`src/rtl/rr_arbiter4_pkg.sv`:
```
// Shared definitions for the four-way round-robin arbiter: state encoding and sizes.
package rr_arbiter4_pkg;

  localparam int N_REQ = 4;
  localparam int CNT_W = 4;

  typedef enum logic [1:0] {
    IDLE    = 2'b00,
    GRANT   = 2'b01,
    RELEASE = 2'b10
  } arb_state_e;

  // Requester that follows idx in the circular priority order.
  function automatic logic [1:0] next_idx(input logic [1:0] idx);
    return idx + 2'd1;
  endfunction

endpackage

```
`src/rtl/rr_arbiter4_if.sv`:
```
// Request/grant bundle between requesters (master) and the arbiter (slave).
// The lock signal exists only when ARB_LOCK_EN is defined.
interface rr_arbiter4_if;

  logic [rr_arbiter4_pkg::N_REQ-1:0] req;
  logic [rr_arbiter4_pkg::N_REQ-1:0] gnt;
  logic [1:0]                        gnt_idx;
  logic                              gnt_valid;
  logic                              timeout_o;
`ifdef ARB_LOCK_EN
  logic                              lock;

  modport master (output req, lock, input gnt, gnt_idx, gnt_valid, timeout_o);
  modport slave  (input req, lock, output gnt, gnt_idx, gnt_valid, timeout_o);
`else
  modport master (output req, input gnt, gnt_idx, gnt_valid, timeout_o);
  modport slave  (input req, output gnt, gnt_idx, gnt_valid, timeout_o);
`endif

endinterface

```
`src/rtl/rr_arbiter4_dec.sv`:
```
// Gate-level 2-to-4 decoder with enable; every output is driven low when disabled.
module arb_grant_dec (
  input  logic [1:0] idx,
  input  logic       en,
  output logic [3:0] dec
);

  logic [1:0] idx_n;

  not u_inv0 (idx_n[0], idx[0]);
  not u_inv1 (idx_n[1], idx[1]);

  for (genvar gi = 0; gi < 4; gi++) begin : g_out
    localparam logic [1:0] CODE = 2'(gi);
    logic sel0;
    logic sel1;
    assign sel0 = CODE[0] ? idx[0] : idx_n[0];
    assign sel1 = CODE[1] ? idx[1] : idx_n[1];
    and u_and (dec[gi], en, sel1, sel0);
  end

endmodule

```
`src/rtl/rr_arbiter4.sv`:
```
// Four-requester round-robin arbiter with bounded hold time and a turnaround cycle.
// Define ARB_LOCK_EN to add a lock input that suspends the hold timeout.
module rr_arbiter4
  import rr_arbiter4_pkg::*;
#(
  parameter int TIMEOUT  = 15,
  parameter int PTR_INIT = 0
) (
  input  logic       clk,
  input  logic       rst_n,
  rr_arbiter4_if.slave bus
);

  localparam logic [CNT_W-1:0] CNT_LAST = CNT_W'(TIMEOUT - 1);

  arb_state_e       state_reg;
  logic [1:0]       idx_reg;
  logic [1:0]       ptr_reg;
  logic [CNT_W-1:0] cnt_reg;
  logic             valid_reg;
  logic             timeout_reg;

  logic [N_REQ-1:0] rot;
  logic [1:0]       win_off;
  logic [1:0]       win_next;
  logic             win_found;
  logic             lock_act;

`ifdef ARB_LOCK_EN
  assign lock_act = bus.lock;
`else
  assign lock_act = 1'b0;
`endif

  // Rotate requests so that bit 0 is the requester currently holding top priority.
  for (genvar gi = 0; gi < N_REQ; gi++) begin : g_rot
    assign rot[gi] = bus.req[ptr_reg + 2'(gi)];
  end

  always_comb begin
    win_off = 2'd0;
    for (int k = N_REQ - 1; k >= 0; k--) begin
      if (rot[k]) begin
        win_off = 2'(k);
      end
    end
    win_found = |rot;
    win_next  = ptr_reg + win_off;
  end

  always_ff @(posedge clk or negedge rst_n) begin
    if (!rst_n) begin
      state_reg   <= IDLE;
      idx_reg     <= 2'b00;
      ptr_reg     <= 2'(PTR_INIT);
      cnt_reg     <= '0;
      valid_reg   <= 1'b0;
      timeout_reg <= 1'b0;
    end else begin
      timeout_reg <= 1'b0;
      case (state_reg)
        IDLE: begin
          if (win_found) begin
            idx_reg   <= win_next;
            valid_reg <= 1'b1;
            cnt_reg   <= '0;
            state_reg <= GRANT;
          end
        end
        GRANT: begin
          // A dropped request wins over a coincident timeout: that is a normal release.
          if (!bus.req[idx_reg]) begin
            state_reg <= RELEASE;
            valid_reg <= 1'b0;
            cnt_reg   <= '0;
            ptr_reg   <= next_idx(idx_reg);
          end else if (!lock_act && cnt_reg == CNT_LAST) begin
            state_reg   <= RELEASE;
            valid_reg   <= 1'b0;
            cnt_reg     <= '0;
            ptr_reg     <= next_idx(idx_reg);
            timeout_reg <= 1'b1;
          end else if (!lock_act) begin
            cnt_reg <= cnt_reg + 1'b1;
          end
        end
        RELEASE: begin
          state_reg <= IDLE;
          cnt_reg   <= '0;
        end
        default: begin
          state_reg <= IDLE;
          valid_reg <= 1'b0;
        end
      endcase
    end
  end

  arb_grant_dec u_dec (
    .idx (idx_reg),
    .en  (valid_reg),
    .dec (bus.gnt)
  );

  assign bus.gnt_idx   = idx_reg;
  assign bus.gnt_valid = valid_reg;
  assign bus.timeout_o = timeout_reg;

endmodule

```
`src/flat_wrapper.sv`:
```
// flat-port wrapper written by rule: the top's interface ports become plain ports
module rr_arbiter4_flat import rr_arbiter4_pkg::*;
#(
  parameter int TIMEOUT  = 15,
  parameter int PTR_INIT = 0
)
  (clk, rst_n, bus_req, bus_gnt, bus_gnt_idx, bus_gnt_valid, bus_timeout_o);
  rr_arbiter4_if bus_i ();
  input  logic clk;
  input  logic rst_n;
  input wire logic [$bits(bus_i.req)-1:0] bus_req;
  output wire logic [$bits(bus_i.gnt)-1:0] bus_gnt;
  output wire logic [$bits(bus_i.gnt_idx)-1:0] bus_gnt_idx;
  output wire logic [$bits(bus_i.gnt_valid)-1:0] bus_gnt_valid;
  output wire logic [$bits(bus_i.timeout_o)-1:0] bus_timeout_o;
  assign bus_i.req = bus_req;
  assign bus_gnt = bus_i.gnt;
  assign bus_gnt_idx = bus_i.gnt_idx;
  assign bus_gnt_valid = bus_i.gnt_valid;
  assign bus_timeout_o = bus_i.timeout_o;
  rr_arbiter4 #(.TIMEOUT(TIMEOUT), .PTR_INIT(PTR_INIT)) u_core (.clk(clk), .rst_n(rst_n), .bus(bus_i));
endmodule
```
`config.mk`:
```
export PLATFORM = sky130hd
export DESIGN_NAME = rr_arbiter4_flat
export DESIGN_NICKNAME = d
export VERILOG_FILES = /design/src/rtl/rr_arbiter4_pkg.sv /design/src/rtl/rr_arbiter4_if.sv /design/src/rtl/rr_arbiter4_dec.sv /design/src/rtl/rr_arbiter4.sv /design/src/flat_wrapper.sv
export SDC_FILE = /design/constraint.sdc
export NUM_CORES = 1
export LEC_CHECK = 0
export CAP_MARGIN = 30
export CORE_MARGIN = 10
export CORE_UTILIZATION = 30
export DETAILED_ROUTE_END_ITERATION = 8
export PLACE_DENSITY_LB_ADDON = 0.12
export SLEW_MARGIN = 20
export SYNTH_ARGS = -nofsm -noshare
export SYNTH_HDL_FRONTEND = slang
export SYNTH_HIERARCHICAL = 1
export SYNTH_SLANG_ARGS = --single-unit
```
`constraint.sdc`:
```
create_clock -name clk -period 2.2 [get_ports clk]
set_input_delay 0.66 -clock clk [delete_from_list [all_inputs] [get_ports clk]]
set_output_delay 0.66 -clock clk [all_outputs]
set_load 0.05 [all_outputs]
```
==> results of run 1 <==
## cell usage after synthesis (3+ instances only)
library cell | number | area share, %
sky130_fd_sc_hd__a21oi_1 | 5 | 3.2
sky130_fd_sc_hd__dfrtp_1 | 12 | 38
sky130_fd_sc_hd__inv_1 | 3 | 1.4
sky130_fd_sc_hd__nand2_1 | 11 | 5.2
sky130_fd_sc_hd__nand2b_1 | 3 | 2.4
sky130_fd_sc_hd__nand3_1 | 3 | 1.9
sky130_fd_sc_hd__nand3b_1 | 3 | 2.8
sky130_fd_sc_hd__o21ai_0 | 5 | 3.2
sky130_fd_sc_hd__or3b_2 | 4 | 4.4
## layout by cell type (no fill, tap or decap), types with 2 or more instances in the layout
cell and instances:
sky130_fd_sc_hd__a211oi_1 2, sky130_fd_sc_hd__a21oi_1 4, sky130_fd_sc_hd__and3b_1 2, sky130_fd_sc_hd__buf_12 4
sky130_fd_sc_hd__buf_4 14, sky130_fd_sc_hd__buf_6 3, sky130_fd_sc_hd__clkbuf_4 3, sky130_fd_sc_hd__clkdlybuf4s50_1 2
sky130_fd_sc_hd__dfrtp_1 12, sky130_fd_sc_hd__inv_1 2, sky130_fd_sc_hd__nand2_1 11, sky130_fd_sc_hd__nand2b_1 3
sky130_fd_sc_hd__nand3_1 3, sky130_fd_sc_hd__nand3b_1 3, sky130_fd_sc_hd__nor2_1 2, sky130_fd_sc_hd__o211ai_1 2
sky130_fd_sc_hd__o21a_1 2, sky130_fd_sc_hd__o21ai_0 4, sky130_fd_sc_hd__o21ai_1 2, sky130_fd_sc_hd__or2_2 2
sky130_fd_sc_hd__or3b_2 3, sky130_fd_sc_hd__or4_1 2
## path summary, 6_finish.rpt
| check | from | endpoint | slack [ns] | cells past startpoint |
|---|---|---|---|---|
| max in group asynchronous | rst_n | u_core/bus.gnt_idx[0]$_DFFE_PN0P_ | 1.10 | 1 |
| worst min-delay path | u_core/state_reg[0]$_DFFE_PN0P_ | u_core/bus.gnt_valid$_DFFE_PN0P_ | 0.51 | 1 |
| worst min register to register | u_core/state_reg[0]$_DFFE_PN0P_ | u_core/bus.gnt_valid$_DFFE_PN0P_ | 0.51 | 1 |
| worst max register to register | u_core/ptr_reg[1]$_DFFE_PN0P_ | u_core/bus.gnt_idx[1]$_DFFE_PN0P_ | 0.13 | 9 |
| min in group asynchronous | rst_n | u_core/cnt_reg[1]$_DFFE_PN0P_ | 0.73 | 1 |
| worst max-delay path | bus_req[2] | u_core/bus.gnt_idx[1]$_DFFE_PN0P_ | 0.06 | 10 |
## area by class of cell
class                      count  area (um^2)
fill                         252         1350
multi-input combinational     69          510
sequential                    12          300
timing repair buffer          26          259
tap                           30         37.5
clock buffer                   4         36.3
inverter                       3         11.3
## cell families (layout without fill, tap and decap cells)
family	Yosys count	after routing	share of synthesized area, %
AO/OA/AOI/OAI	23	23	18.9
XOR/XNOR	2	2	2.21
adder cells (fa/ha/maj)	1	1	1.58
buffers and inverters	5	33	2.52
flip-flops	12	12	37.9
multiplexers	3	3	5.52
AND/OR/NAND/NOR	40	40	31.4
## where the power goes
part           total (mW)  switching (mW)  internal [mW]
logic               0.947           0.477          0.470
registers           0.411           0.114          0.297
clock network       0.176          0.0751          0.101
## timing repair
item                                    CTS  global route
endpoints found under the setup margin    2             1
gates resized for setup                  22             2
buffers inserted                          0             0
pin swaps                                 5             1
## per-layer routing
metal | part of all wire [%] | routed length (um) | track usage [%]
met1 | 48 | 979 | 9.16
met2 | 49 | 992 | 14.2
met3 | 2.7 | 54 | 2.89
met4 | 0 | 0 | 1.72
met5 | 0 | 0 | 0
## through the flow
step                      setup slack [ns]  hold slack (ns)  TNS (ns)
after floorplan                    -0.0614            0.364   -0.0614
after global placement              -0.607            0.503     -2.58
after detailed placement            -0.651            0.521     -2.61
after CTS                           0.0261            0.509         0
after global routing                0.0250            0.537         0
final                               0.0560            0.505         0
## critical path, delay by kind of cell
family                     cells  cell delay [ns]
buffers and inverters          2             0.21
xor gates and xnor gates       1             0.13
AOI/OAI and AO/OA              5             0.77
and+or+nand+nor                1             0.37
adders and majority gates      1             0.18
==> results.env, run 1 <==
NUMBER_OF_GLOBAL_ROUTE_VIAS_BEFORE_REPAIR=781
WORSTPATHREQUIRED_NS=2.39
PERIOD_SHARE_PCT=97.5
STDCELL_AREA_UM2=1150
HTREE_LEVELS=1
DIE_Y_UM=71.4
NUMBER_OF_CLOCK_BUFFERS_INSERTED_BY_TRITONCTS=3
YOSYSWARNINGCOUNT=6
FIRST_ITER_VIOLATIONS=48
MAXSLEWHEADROOM_PCT=63.6
FLOORPLAN.INITIALDENSITY_PCT=31.7
FLOORPLAN.DIE_AREA_UM2=5100
RSZ0062_AT_GRT='false'
LARGEST_REG_FLOPS=4
SLOWEST_STAGE_DELAY_ON_CRITICAL_PATH_NS=0.37
HIGHEST_IR_DROP_SEEN_ON_VDD_mV=0.885
REPORT.POWER.TOTAL_mW=1.53
CP_CELL_SEQUENCE='buf_2 -> inv_2 -> a2bb2oi_2 -> o32ai_2 -> o21a_1 -> ha_2 -> xnor2_2 -> or3b_4 -> a311o_1 -> o211ai_1'
CTS.HOLD.BUFFERS_ADDED=0
CLKTRANSATPATHREGS_NS=0.08
GRT_MAX_DEGREE=13
GP_CONGESTION=0.813
CRITICAL_PATH.STARTPOINT_TYPE='primary input'
TRITONCTS_NUM_SINKS=12
TIMING.CRITICAL_PATH.FANOUT_MAX=4
NUM-NETS-FINAL=122
SYN_AREA_UM2=793
FINAL_PERIOD_MINUS_WORST_SETUP_SLACK_NS=2.14
FINALHOLDVIOLATIONS=0
GRT_ANTENNA_BEFORE_REPAIR=0
SYN2LAYOUT_AREA_GROWTH_PCT=45.6
GLOBALROUTEOVERFLOWTOTAL=0
DRV_CAP=0
PLACED_AREA_UM2=1090
SYNTH.LIB_CELLS_USED.DISTINCT=37
TOTALWIRELENGTH_UM=2030
SYNTH-EDFF-COUNT=0
P_PER_AREA_nW_PER_UM2=1330
SYNTHESIZED_AREA_DIVIDED_BY_SYNTHESIZED_CELL_COUNT_UM2=9.22
GRT_FIRST_PASS_WIRELENGTH_UM=3520
FIN_CELLS=144
BOUNDARYPINS=14
TIMING.CRITICAL_PATH.ARRIVAL_NS=2.34
TIGHTEST_HOLD_CHECK_TYPE='flop to flop'
GRT_UTIL_ALL_LAYERS_PCT=8.11
FINAL_CORE_UTILIZATION_PCT=46.2
NUM_VIAS=732
DRT.ANTENNA.VIOLATING_NETS=0
WORSTSKEWPAIRLATENCY_NS=0.27
CTS_TREE='built'
CORE.ROWCOUNT=18
DETAIL_ROUTE.FIRST_PASS.ITERATIONS=4
RATIO_OF_CELLS_WITH_DRIVE_ABOVE_1_IN_THE_FINAL_LAYOUT_PCT=39.5
DIODES=0
YS_SEQ_ELEMENTS=12
POWER.STATIC_LEAKAGE_nW=0.490
SYNTH-SEQ-AREA-SHARE_PCT=37.9
CLOCK_SKEW_NS=0.00915
SYNTHCELLS=86
CLOCK.FMAX_MHz=466
WORST_PATH_MAX_DELAY_CELL='sky130_fd_sc_hd__or3b_4'
DRC=0
ROUTED_VIA_DENSITY=5.08
CRITICAL_PATH.ENDPOINT_TYPE='flop'
CTS.ROOT.BUFFER_CELL='sky130_fd_sc_hd__clkbuf_4'
FLOORPLAN.DIE.WIDTH_UM=71.4
CORE_AREA_UM2=2500
PLACE.DETAILED.HPWL_UM=1550
SYNTH_FF_TYPE='sky130_fd_sc_hd__dfrtp_1'
WORST_SLEW_PIN_SLEW_NS=0.545
SYNTH_FP_NETS=93
DRV_SLEW=0
DPL.CELL_COUNT=140
CTS.PATH.MAX_BUFFERS=2
RUN_STATUS='finished, final reports clean'
SYNTHARSTFLOPSHARE_PCT=100
DRT-WIRELENGTH-PER-CELL_UM=14.1
PORT_BUFFERS=13
PATH_CLASS='primary input to flop'
SETUP_VIOL=0
No activity file was read; power rests on OpenSTA's default activity.
==> run 2: changes to the inputs <==
==> constraint.sdc (replaced) <==
create_clock -name clk -period 2.5 [get_ports clk]
set_input_delay 0.625 -clock clk [delete_from_list [all_inputs] [get_ports clk]]
set_output_delay 0.625 -clock clk [all_outputs]
set_load 0.05 [all_outputs]
==> run 2 against run 1 <==
Compared with the run above: sequential power is 11% lower; clock power fell by 34%; critical path depth fell by 1; die area did not move; final cell count decreased by 1.4%; register-to-register slack better by 0.05 ns; critical endpoint unchanged; largest power group unchanged.
==> results.env, run 2 (synthesized netlist as in run 1, its figures left out) <==
CRITICAL_PATH.STARTPOINT_TYPE='primary input'
SETUP_VIOL=0
FINAL_CORE_UTILIZATION_PCT=43.2
RUN_STATUS='finished, final reports clean'
CTS_TREE='built'
NUM-NETS-FINAL=121
TIMING.REG2REG.WORST_PATH_DEPTH=9
DETAIL_ROUTE.FIRST_PASS.ITERATIONS=3
GLOBALROUTEOVERFLOWTOTAL=0
DRC=0
HOLDPATHEND='u_core/bus.gnt_valid$_DFFE_PN0P_'
RATIO_OF_CELLS_WITH_DRIVE_ABOVE_1_IN_THE_FINAL_LAYOUT_PCT=33.0
CTS.PATH.MAX_BUFFERS=2
DIE_Y_UM=71.4
CTS.ROOT.BUFFER_CELL='sky130_fd_sc_hd__clkbuf_4'
DRT-WIRELENGTH-PER-CELL_UM=13.0
WORSTSKEWPAIRLATENCY_NS=0.27
POWER.STATIC_LEAKAGE_nW=0.473
CLOCK_SKEW_NS=0.00338
NUMBER_OF_CLOCK_BUFFERS_INSERTED_BY_TRITONCTS=3
WORSTPATHREQUIRED_NS=2.68
PERIOD_SHARE_PCT=96.0
GRT_USE_MET1_PCT=8.18
LAYOUT_COMMON_CELLS='sky130_fd_sc_hd__buf_4 (16), sky130_fd_sc_hd__dfrtp_1 (12), sky130_fd_sc_hd__nand2_1 (11), sky130_fd_sc_hd__clkdlybuf4s50_1 (5)'
DRV_CAP=0
LARGEST_REG_FLOPS=4
GRT_ANTENNA_BEFORE_REPAIR=0
MAXSLEWHEADROOM_PCT=61.9
GRT_FIRST_PASS_WIRELENGTH_UM=3210
HOLD_DEPTH=1
PATH_CLASS='primary input to flop'
GRT.MET2_USAGE_PCT=13.3
CLKTRANSATPATHREGS_NS=0.07
GRTUSAGEMET3_PCT=3.72
FIN_WS_NS=0.0991
FIRST_ITER_VIOLATIONS=26
GRT-BUSIEST-LAYER='met2'
SYN2LAYOUT_AREA_GROWTH_PCT=36.3
STARTPOINT_OF_THE_LOWEST_SLACK_REGISTER_TO_REGISTER_PATH='u_core/ptr_reg[1]$_DFFE_PN0P_'
REGTOREGSETUPSLACK_NS=0.18
HTREE_LEVELS=1
WORSTREG2REGEND='u_core/bus.gnt_idx[1]$_DFFE_PN0P_'
PLACE.DETAILED.HPWL_UM=1470
TOTALWIRELENGTH_UM=1850
DIODES=0
CRITICAL_PATH.ENDPOINT_TYPE='flop'
P_PER_AREA_nW_PER_UM2=1130
PRE_CTS_SLACK_NS=-0.452
WORST_SLEW_PIN_SLEW_NS=0.569
HIGHEST_IR_DROP_SEEN_ON_VDD_mV=0.717
TRITONCTS_NUM_SINKS=12
DRT.ANTENNA.VIOLATING_NETS=0
CORE.ROWCOUNT=18
MOST_FREQUENT_STANDARD_CELL_IN_THE_LAYOUT_EXCLUDING_FILL_AND_TAP_CELLS='sky130_fd_sc_hd__buf_4'
FLOORPLAN.INITIALDENSITY_PCT=31.7
FLOORPLAN.DIE_AREA_UM2=5100
BOUNDARYPINS=14
TIMING.CRITICAL_PATH.FANOUT_MAX=4
GP_CONGESTION=0.723
HOLD_START='u_core/state_reg[0]$_DFFE_PN0P_'
POST-CTS-SETUP-BUFFER-COUNT=0
NUMBER_OF_GLOBAL_ROUTE_VIAS_BEFORE_REPAIR=726
TIGHTEST_HOLD_CHECK_TYPE='flop to flop'
TIMING.CRITICAL_PATH.ARRIVAL_NS=2.58
DRV_SLEW=0
FINALHOLDVIOLATIONS=0
RSZ0062_AT_GRT='false'
NUM_VIAS=718
FIN_WORST_HOLD_SLACK_NS=0.492
CORE_AREA_UM2=2500
ROUTED_VIA_DENSITY=5.06
REPORT.POWER.TOTAL_mW=1.22
CTS.HOLD.BUFFERS_ADDED=0
FINAL_PERIOD_MINUS_WORST_SETUP_SLACK_NS=2.40
GRT_UTIL_ALL_LAYERS_PCT=7.62
CLOCK.FMAX_MHz=417
PORT_BUFFERS=13
GRT_MAX_DEGREE=13
FLOORPLAN.DIE.WIDTH_UM=71.4
## run 2: metal layers
metal / wire [um] / share of wire [%] / vias up
met4: 0 / 0 / 0
li1: - / - / 371
met2: 914 / 49 / 11
met1: 847 / 46 / 336
met5: 0 / 0 / -
met3: 89 / 4.8 / 0
## run 2: repair_timing
action	4_1_cts	5_1_grt
cloned	0	0
setup endpoints to repair	1	1
resized for setup	7	7
endpoints found under the hold margin	0	0
pin swaps	1	4
## run 2: worst max-delay path: stages
cell and delay [ns]:
sky130_fd_sc_hd__dlygate4sd2_1 0.27, sky130_fd_sc_hd__buf_4 0.16, sky130_fd_sc_hd__o32ai_1 0.27, sky130_fd_sc_hd__o21a_1 0.15, sky130_fd_sc_hd__ha_2 0.18, sky130_fd_sc_hd__xnor2_2 0.07, sky130_fd_sc_hd__or3b_2 0.44, sky130_fd_sc_hd__a311o_1 0.33
sky130_fd_sc_hd__o211ai_1 0.09
## run 2: worst max-delay path by stage
stage / from / end / depth (start not counted)
final: bus_req[1] / u_core/bus.gnt_idx[1]$_DFFE_PN0P_ / 9
after global routing: bus_req[1] / u_core/bus.gnt_idx[1]$_DFFE_PN0P_ / 9
after CTS: bus_req[3] / u_core/bus.gnt_idx[1]$_DFFE_PN0P_ / 10
after detailed placement: bus_req[2] / u_core/bus.gnt_idx[1]$_DFFE_PN0P_ / 10
after global placement: bus_req[2] / u_core/bus.gnt_idx[1]$_DFFE_PN0P_ / 10
after floorplan: bus_req[1] / u_core/bus.gnt_idx[1]$_DFFE_PN0P_ / 10
## run 2: layout make-up
type | count | area, um^2
timing repair buffer | 25 | 209
sequential | 12 | 300
fill | 254 | 1420
multi-input combinational | 69 | 500
tap | 30 | 37.5
clock buffer | 3 | 22.5
inverter | 3 | 11.3
## run 2: stage by stage
stage	setup TNS, ns	instances	area (um^2)
6_report	0	142	1080
4_1_cts	0	142	1070
5_1_grt	0	142	1080
3_5_place_dp	-0.452	139	1030
2_1_floorplan	0	86	793
3_3_place_gp	-0.416	139	1030
## run 2: report_power, final
group	internal (mW)	switching (mW)	leakage [nW]
clock network	0.0557	0.0610	0.0138
registers	0.261	0.106	0.153
logic	0.352	0.386	0.307
total	0.669	0.552	0.473
